File: src/rtl/demux_deser_pkg.sv
// Shared definitions for the serial-to-parallel demux deserializer.
//   WIDTH_DEF : default assembled word width (number of demux outputs)
//   SEL_W_DEF : default write-index width
//   st_t      : FILL collects bits, HOLD presents the finished word
package demux_deser_pkg;

    localparam int unsigned WIDTH_DEF = 64;
    localparam int unsigned SEL_W_DEF = 6;

    typedef enum logic {
        FILL = 1'b0,
        HOLD = 1'b1
    } st_t;

    // True when idx addresses the final bit of a WIDTH-bit word.
    function automatic logic is_last_idx(input int unsigned idx, input int unsigned width);
        return (idx == (width - 1));
    endfunction

endpackage : demux_deser_pkg

File: src/rtl/demux1_64_dec.sv
// One-hot write-enable decoder for the 1:WIDTH demux.
// Ports:
//   sel    : write index
//   accept : a bit is being taken this cycle
//   we_c   : one-hot enable, bit sel set only while accept is high (combinational)
module demux1_64_dec
    import demux_deser_pkg::*;
#(
    parameter int unsigned WIDTH = WIDTH_DEF,
    localparam int unsigned SEL_W = $clog2(WIDTH)
) (
    input  logic [SEL_W-1:0] sel,
    input  logic             accept,
    output logic [WIDTH-1:0] we_c
);

    // All-zero unless a bit is accepted, so no register is touched on idle cycles.
    always_comb begin
        we_c = '0;
        if (accept) begin
            we_c[sel] = 1'b1;
        end
    end

endmodule : demux1_64_dec

File: src/rtl/demux1_64_deser.sv
// Serial-to-parallel deserializer: one bit per handshake is steered through a
// 1:WIDTH demux into out_word[sel]; sel sweeps 0..WIDTH-1 and the finished word
// is presented on a valid/ready output.
// Ports:
//   clk, rst_n : rising-edge clock, asynchronous active-low reset
//   clear      : synchronous abort of the partial or held word
//   in_valid   : in_bit is valid
//   in_bit     : serial data bit, LSB first
//   in_ready   : block can take a bit (FILL)
//   sel        : current write index
//   out_valid  : out_word holds a complete word (HOLD)
//   out_ready  : consumer takes out_word
//   out_word   : assembled word
module demux1_64_deser
    import demux_deser_pkg::*;
#(
    parameter int unsigned WIDTH = WIDTH_DEF,
    localparam int unsigned SEL_W = $clog2(WIDTH)
) (
    input  logic             clk,
    input  logic             rst_n,
    input  logic             clear,
    input  logic             in_valid,
    input  logic             in_bit,
    output logic             in_ready,
    output logic [SEL_W-1:0] sel,
    output logic             out_valid,
    input  logic             out_ready,
    output logic [WIDTH-1:0] out_word
);

    localparam logic [SEL_W-1:0] SEL_LAST = SEL_W'(WIDTH - 1);
    localparam logic [SEL_W-1:0] SEL_ONE  = SEL_W'(1);

    st_t              state;
    st_t              state_nxt;
    logic [SEL_W-1:0] sel_nxt;
    logic             accept_c;
    logic [WIDTH-1:0] we_c;

    // Handshake flags are pure decodes of the state register.
    assign in_ready  = (state == FILL);
    assign out_valid = (state == HOLD);

    // clear wins over an accept, so the bit offered alongside it is dropped.
    assign accept_c = in_valid & in_ready & ~clear;

    demux1_64_dec #(
        .WIDTH (WIDTH)
    ) u_dec (
        .sel    (sel),
        .accept (accept_c),
        .we_c   (we_c)
    );

    // State and index registers.
    always_ff @(posedge clk or negedge rst_n) begin
        if (!rst_n) begin
            state <= FILL;
            sel   <= '0;
        end else begin
            state <= state_nxt;
            sel   <= sel_nxt;
        end
    end

    // Next state and next index.
    always_comb begin
        state_nxt = state;
        sel_nxt   = sel;
        if (clear) begin
            state_nxt = FILL;
            sel_nxt   = '0;
        end else begin
            unique case (state)
                FILL: begin
                    if (accept_c) begin
                        if (sel == SEL_LAST) begin
                            sel_nxt   = '0;
                            state_nxt = HOLD;
                        end else begin
                            sel_nxt = sel + SEL_ONE;
                        end
                    end
                end
                HOLD: begin
                    if (out_ready) begin
                        state_nxt = FILL;
                    end
                end
                default: begin
                    state_nxt = FILL;
                end
            endcase
        end
    end

    // Per-bit capture: only the enabled bit loads, so in_bit is never sampled on idle cycles.
    always_ff @(posedge clk or negedge rst_n) begin
        if (!rst_n) begin
            out_word <= '0;
        end else begin
            out_word <= (out_word & ~we_c) | ({WIDTH{in_bit}} & we_c);
        end
    end

endmodule : demux1_64_deser

File: config.mk
export PLATFORM = sky130hd
export DESIGN_NAME = demux1_64_deser
export DESIGN_NICKNAME = d
export VERILOG_FILES = /design/src/rtl/demux_deser_pkg.sv /design/src/rtl/demux1_64_dec.sv /design/src/rtl/demux1_64_deser.sv
export SDC_FILE = /design/constraint.sdc
export NUM_CORES = 1
export LEC_CHECK = 0
export ABC_CLOCK_PERIOD_IN_PS = 1960
export CAP_MARGIN = 20
export CORE_ASPECT_RATIO = 1.2
export CORE_MARGIN = 5
export CORE_UTILIZATION = 45
export CTS_CLUSTER_DIAMETER = 50
export DETAILED_ROUTE_END_ITERATION = 6
export PLACE_DENSITY_LB_ADDON = 0.12
export SETUP_SLACK_MARGIN = 0.2
export SYNTH_ARGS = -nofsm -noshare
export SYNTH_HDL_FRONTEND = slang
export SYNTH_HIERARCHICAL = 1
export SYNTH_SLANG_ARGS = --single-unit
File: constraint.sdc
create_clock -name clk -period 1.96 [get_ports clk]
set_input_delay 0.294 -clock clk [delete_from_list [all_inputs] [get_ports clk]]
set_output_delay 0.294 -clock clk [all_outputs]
set_load 0.1 [all_outputs]
==> results_dict.tcl, run 1 <==
set metrics [dict create \
    outcome "complete, no violations" \
    cts_tree "built" \
    slew_headroom_pct 32.3 \
    start_util_pct 46.7 \
    diodes 0 \
    ys_seq_area_share_pct 55.1 \
    worstPathArrival_ps 2130 \
    routabilityCongestion 0.784 \
    totalWireLength_um 8180 \
    area_growth_pct 51.6 \
    grt_pass1_vias 2513 \
    synth_area_mm2 0.00322 \
    powerDensity_mw_per_mm2 719 \
    cts_buffers 9 \
    clockRootBuffer "clkbuf_8" \
    finish.utilization_pct 70.9 \
    coreArea_mm2 0.00690 \
    leakage_nw 2.23 \
    p_int_mw 2.55 \
    power.total_mw 3.51 \
    worstMarginPinSlew_ps 1010 \
    rows 33 \
    cp_num_buf_inv 0 \
    critPathTopFamily "simple AND/OR/NAND/NOR gates" \
    fp.dieW_um 87.3 \
    clkLatencyLatePin_ps 340 \
    grt_max_degree 65 \
    syn_area_per_cell_um2 11.8 \
    htreeDepth 3 \
    clock_sinks 71 \
    synth_cell_types 35 \
    drt_iter0_markers 84 \
    wl_per_cell_um 17.9 \
    hold_violations 0 \
    setup_violations 0 \
    nFillCells 509 \
    layout.nets 372 \
    path_cells "nand2b_4, nor2_4, or4b_4, nor2_1, mux2_2" \
    p_seq_share_pct 43.5 \
    finClkSkew_ps 8.54 \
    start_kind "flop" \
    clk_path_buf_depth 2 \
    power.switching_uw 965 \
    first_pass_iters 4 \
    rsz0062_at_grt "yes" \
    gr-usage-all-layers_pct 19.2 \
    p_comb_share_pct 14.9 \
    finalCritPeriodShare_pct 97.3 \
    drv_cap 0 \
    ff2ff_path_depth 5 \
    vias 2362 \
    swShare_pct 27.5 \
    drive_gt1_share_pct 68.1 \
    synth_fp_nets 281 \
    worstPathRequired_ps 2180 \
    ios 78 \
    die_area_mm2 0.00896 \
    netlist_instances 274 \
    ys_seq_elements 71 \
    vias_per_cell 5.17 \
    post-route-min-period_ps 1910 \
    slowest_stage "or4b_4" \
    irDropWorstVdd_mv 0.615 \
    path_depth 5 \
    dieHeight_um 103 \
    grt_overflow_total 0 \
    antenna_found_initial 0 \
    yosys_warnings 6 \
    grt_pass1_wl_um 13200 \
    max_freq_mhz 525 \
    dp_hpwl_um 5470 \
    slew_viol_final 0 \
    cpPeakStageDelay_ps 560 \
    crit_fanout 7 \
    dp_slack_ps -305 \
    p_clk_share_pct 41.7 \
    crit_type "flop to flop" \
    io_buffers 77 \
    setup_slack_ps 53.6 \
    end_kind "flop" \
    hold_path.class "input port to async pin" \
    postRouteAntennaNets 0 \
    whs_ps 402 \
    drcViolationCount 0 \
    cts.clk_slew.worst_paths_ps 80 \
]
-- power groups by stage --
stage / sequential (mW) / clock (mW) / combinational (mW)
after floorplan: 1.81 / 0 / 0.101
after global placement: 1.55 / 0 / 0.500
after detailed placement: 1.56 / 0 / 0.504
after CTS: 1.53 / 1.50 / 0.513
after global routing: 1.53 / 1.57 / 0.545
final: 1.53 / 1.46 / 0.522
-- worst register-to-register path, stage by stage (launching register included) --
cell      delay (ps)
dfrtp_4          480
nand2b_4         160
nor2_4           100
or4b_4           560
nor2_1           150
mux2_2           350
-- layer usage --
| layer | vias to the layer above | GRT usage, % | part of all wire [%] |
|---|---|---|---|
| met3 | 5 | 4.80 | 5.5 |
| met2 | 56 | 31.4 | 51 |
| met5 | - | 0 | 0 |
| met1 | 1182 | 24.7 | 42 |
| li1 | 1119 | - | - |
| met4 | 0 | 7.08 | 0.88 |
-- area by class of cell --
class / instances / area (um^2) / area share (%)
Sequential cell: 71 / 1800 / 36.7
Clock buffer: 11 / 151 / 3.10
Timing Repair Buffer: 104 / 937 / 19.2
Multi-Input combinational cell: 178 / 1790 / 36.6
Tap cell: 87 / 109 / 2.23
Clock inverter: 5 / 104 / 2.12
Inverter: 1 / 3.75 / 0.0768
-- synth_stat cells --
cell	count	area, um^2
inv_1	1	3.75
nand4b_1	3	26.3
nor4_1	1	6.26
nand2b_4	1	13.8
o31ai_1	1	7.51
or4b_1	1	10.0
clkbuf_1	14	52.6
nand4bb_1	3	33.8
ha_1	1	12.5
mux2i_1	1	10.0
clkbuf_2	1	5.00
buf_6	1	11.3
mux2_2	64	721
buf_1	1	3.75
dfrtp_1	71	1780
nand3b_1	5	37.5
nor4b_1	3	26.3
nor3_1	1	5.00
nand2_1	6	22.5
or3b_1	3	26.3
nor2_1	63	236
o32a_1	1	10.0
nor3b_1	1	7.51
a31oi_1	1	6.26
or4_1	1	7.51
buf_4	1	7.51
or3_1	3	18.8
o21ai_0	2	10.0
nand4_1	1	6.26
nand3_1	4	20.0
buf_2	6	30.0
o211ai_1	1	7.51
xor2_1	1	8.76
a21oi_1	4	20.0
nand4b_2	1	15.0
-- cell usage in the layout (no fill, tap or decap), types with 2 or more instances in the layout --
cell type and instances:
buf_4 78, dfrtp_1 64, mux2_2 44, nor2_4 29
nor2_2 23, mux2_4 20, buf_6 13, nor2_1 11
clkbuf_8 11, buf_12 8, nand2_1 6, nand3b_1 5
nand3_1 4, a21oi_1 4, dfrtp_4 4, bufinv_16 3
clkdlybuf4s50_1 3, dfrtp_2 3, nand4b_1 3, or3b_4 3
o21ai_0 2, or3_1 2, nand4bb_1 2, nor4b_4 2
-- worst paths after layout --
kind | start | to | slack [ps]
max in group asynchronous | rst_n | async pin | 940
min in group clk | flop | flop | 510
hold / removal | rst_n | async pin | 400
setup reg to reg | out_valid | flop | 50
hold reg to reg | flop | flop | 510
setup / recovery | out_valid | flop | 50
-- per-stage QoR --
stage               cells  TNS, ps  cell area, um^2
detailed placement    439   -10200             4310
CTS                   456        0             4650
floorplan             274    -2930             3480
global placement      439    -8640             4310
finish                457        0             4890
global route          457        0             4890
-- timing repair --
item | in CTS | in global routing
gates cloned | 0 | 0
setup buffers | 0 | 1
pin swaps | 3 | 1
endpoints found under the setup margin | 51 | 63
resized for setup | 19 | 59
endpoints found under the hold margin | 24 | 0
hold buffers | 1 | 0
-- kinds of logic (layout without fill, tap and decap cells) --
| family | Yosys count | count (layout) | share of synthesized area, % |
|---|---|---|---|
| compound gates | 10 | 10 | 1.90 |
| xor+xnor | 1 | 1 | 0.272 |
| fa+ha+maj | 1 | 1 | 0.388 |
| buf+inv | 25 | 121 | 3.53 |
| flops | 71 | 71 | 55.1 |
| mux | 65 | 65 | 22.7 |
| simple gates | 101 | 101 | 16.1 |
No activity file was read; power rests on OpenSTA's default activity.
==> inputs of run 2 (changes only) <==
--- a/config.mk
+++ b/config.mk
@@ -5,7 +5,7 @@
 export SDC_FILE = /design/constraint.sdc
 export NUM_CORES = 1
 export LEC_CHECK = 0
-export ABC_CLOCK_PERIOD_IN_PS = 1960
+export ABC_CLOCK_PERIOD_IN_PS = 1550
 export CAP_MARGIN = 20
 export CORE_ASPECT_RATIO = 1.2
 export CORE_MARGIN = 5
@@ -13,7 +13,7 @@
 export CTS_CLUSTER_DIAMETER = 50
 export DETAILED_ROUTE_END_ITERATION = 6
 export PLACE_DENSITY_LB_ADDON = 0.12
-export SETUP_SLACK_MARGIN = 0.2
+export SETUP_SLACK_MARGIN = 0.4
 export SYNTH_ARGS = -nofsm -noshare
 export SYNTH_HDL_FRONTEND = slang
 export SYNTH_HIERARCHICAL = 1
==> constraint.sdc (replaced) <==
create_clock -name clk -period 1.55 [get_ports clk]
set_input_delay 0.2325 -clock clk [delete_from_list [all_inputs] [get_ports clk]]
set_output_delay 0.2325 -clock clk [all_outputs]
set_load 0.1 [all_outputs]
==> run 2 against run 1 <==
  * The flow now finishes with violations (setup timing)
  * Final cell count increased by 13%
  * Global-route usage grew 4.8 points
  * Worst setup slack worse by 510 ps
  * Routed wire length grew 40%
  * Sequential cell count is the same
  * Via count grew 19%
  * Critical path type unchanged
==> results_dict.tcl, run 2 (synthesis results as in run 1) <==
set metrics [dict create \
    outcome "finished with violations" \
    violations "setup timing" \
    worstPathRequired_ps 1780 \
    setup_violations 68 \
    cts_buffers 9 \
    slew_viol_final 0 \
    power.switching_mw 1.31 \
    diodes 0 \
    routabilityCongestion 0.796 \
    p_seq_share_pct 44.7 \
    vias 2817 \
    grt_pass1_wl_um 15900 \
    ff2ff_setup_slack_ps -450 \
    p_comb_share_pct 20.1 \
    fp.dieW_um 87.3 \
    clock_sinks 71 \
    hold_violations 0 \
    start_kind "flop" \
    clockRootBuffer "clkbuf_8" \
    dp_hpwl_um 6070 \
    totalWireLength_um 11500 \
    layout_common_cells "buf_12 (75), dfrtp_1 (63), buf_4 (62)" \
    postRouteAntennaNets 0 \
    dieHeight_um 103 \
    cp_num_buf_inv 1 \
    ios 78 \
    grt_pass1_vias 2926 \
    crit_fanout 7 \
    layout_commonest_cell "buf_12" \
    gr-usage-all-layers_pct 24.0 \
    finClkSkew_ps 10.1 \
    path_depth 6 \
    worstMarginPinSlew_ps 1080 \
    hold_path.class "input port to async pin" \
    area_growth_pct 92.2 \
    power.total_mw 4.36 \
    layout.nets 431 \
    cts_tree "built" \
    r2r-start "out_valid" \
    wl_per_cell_um 22.3 \
    ff2ff_path_depth 6 \
    antenna_found_initial 0 \
    rsz0062_at_grt "yes" \
    end_kind "flop" \
    clk_path_buf_depth 2 \
    coreArea_mm2 0.00690 \
    path_cells "nand2b_4, nor2_4, buf_6, nand4b_4, nor4b_2, mux2_2" \
    slew_headroom_pct 28.2 \
    first_pass_iters 4 \
    grtUsageMet1_pct 27.9 \
    htreeDepth 3 \
    p_clk_share_pct 35.2 \
    grt_overflow_total 0 \
    vias_per_cell 5.47 \
    worstPathArrival_ps 2240 \
    clkLatencyLatePin_ps 350 \
    cpPeakStageDelay_ps 490 \
    cts.clk_slew.worst_paths_ps 80 \
    slowest_stage "dfrtp_4" \
    drt_iter0_markers 197 \
    finalCritPeriodShare_pct 129 \
    irDropWorstVdd_mv 0.834 \
    startpoint "out_valid" \
    drv_cap 0 \
    met2_usage_pct 41.8 \
    leakage_nw 2.72 \
    crit_type "flop to flop" \
    io_buffers 77 \
    powerDensity_mw_per_mm2 704 \
    grt_busiest_layer "met2" \
    drcViolationCount 0 \
    swShare_pct 29.9 \
    grt_max_degree 65 \
    die_area_mm2 0.00896 \
    setup_slack_ps -454 \
    whs_ps 351 \
    rows 33 \
    p_int_mw 3.06 \
    drive_gt1_share_pct 72.7 \
    critPathTopFamily "simple AND/OR/NAND/NOR gates" \
    use_met3_pct 6.00 \
    post-route-min-period_ps 2000 \
    max_freq_mhz 499 \
    start_util_pct 46.7 \
]
run 2: power groups by stage:
stage | Combinational (mW) | Clock, mW | Sequential, mW
global placement | 0.744 | 0 | 1.99
detailed placement | 0.754 | 0 | 1.99
CTS | 0.831 | 1.50 | 1.95
finish | 0.875 | 1.54 | 1.95
global route | 0.904 | 1.63 | 1.96
floorplan | 0.129 | 0 | 2.29
run 2: worst reg2reg max path, stage by stage (launching register included):
cell and delay [ps]:
dfrtp_4 490, nand2b_4 160, nor2_4 140, buf_6 190
nand4b_4 200, nor4b_2 340, mux2_2 380
run 2: worst min path at each step:
stage | start | endpoint | slack (ps) | cells past startpoint
after floorplan | rst_n | async pin | -60 | 0
after global placement | rst_n | async pin | 180 | 1
after detailed placement | rst_n | async pin | 180 | 1
after CTS | rst_n | async pin | 340 | 2
after global routing | rst_n | async pin | 380 | 2
final | rst_n | async pin | 350 | 2
run 2: area by class of cell:
class                   instances  area, um^2
clock inverters                 4        45.0
inverters                       1        6.26
flip-flops and latches         71        1800
fillers                       241         699
multi-input cells             178        1800
well taps                      87         109
repair buffers                163        2280
clock buffers                  11         151
run 2: per-stage QoR:
| stage | setup slack (ps) | cells | cell area [um^2] | TNS, ps | util [%] |
|---|---|---|---|---|---|
| 3_5_place_dp | -793 | 450 | 5230 | -38160 | 75.9 |
| 3_3_place_gp | -667 | 450 | 5230 | -31190 | 75.9 |
| 2_1_floorplan | -721 | 274 | 3510 | -28520 | - |
| 5_1_grt | -501 | 515 | 6200 | -23420 | 89.9 |
| 4_1_cts | -339 | 493 | 5950 | -14440 | 86.3 |
| 6_report | -454 | 515 | 6200 | -20760 | 89.9 |
run 2: per-layer routing:
layer | wire [um] | share of wire (%)
met3 | 508 | 4.4
met4 | 494 | 4.3
met2 | 6310 | 55
met5 | 0 | 0
met1 | 4180 | 36
run 2: repair_timing:
item,in CTS,in global routing
pin swaps,8,9
buffers inserted,26,22
cloned,1,0
hold buffers,1,0
setup endpoints to repair,143,143
gates resized for setup,68,21
hold endpoints to repair,26,0
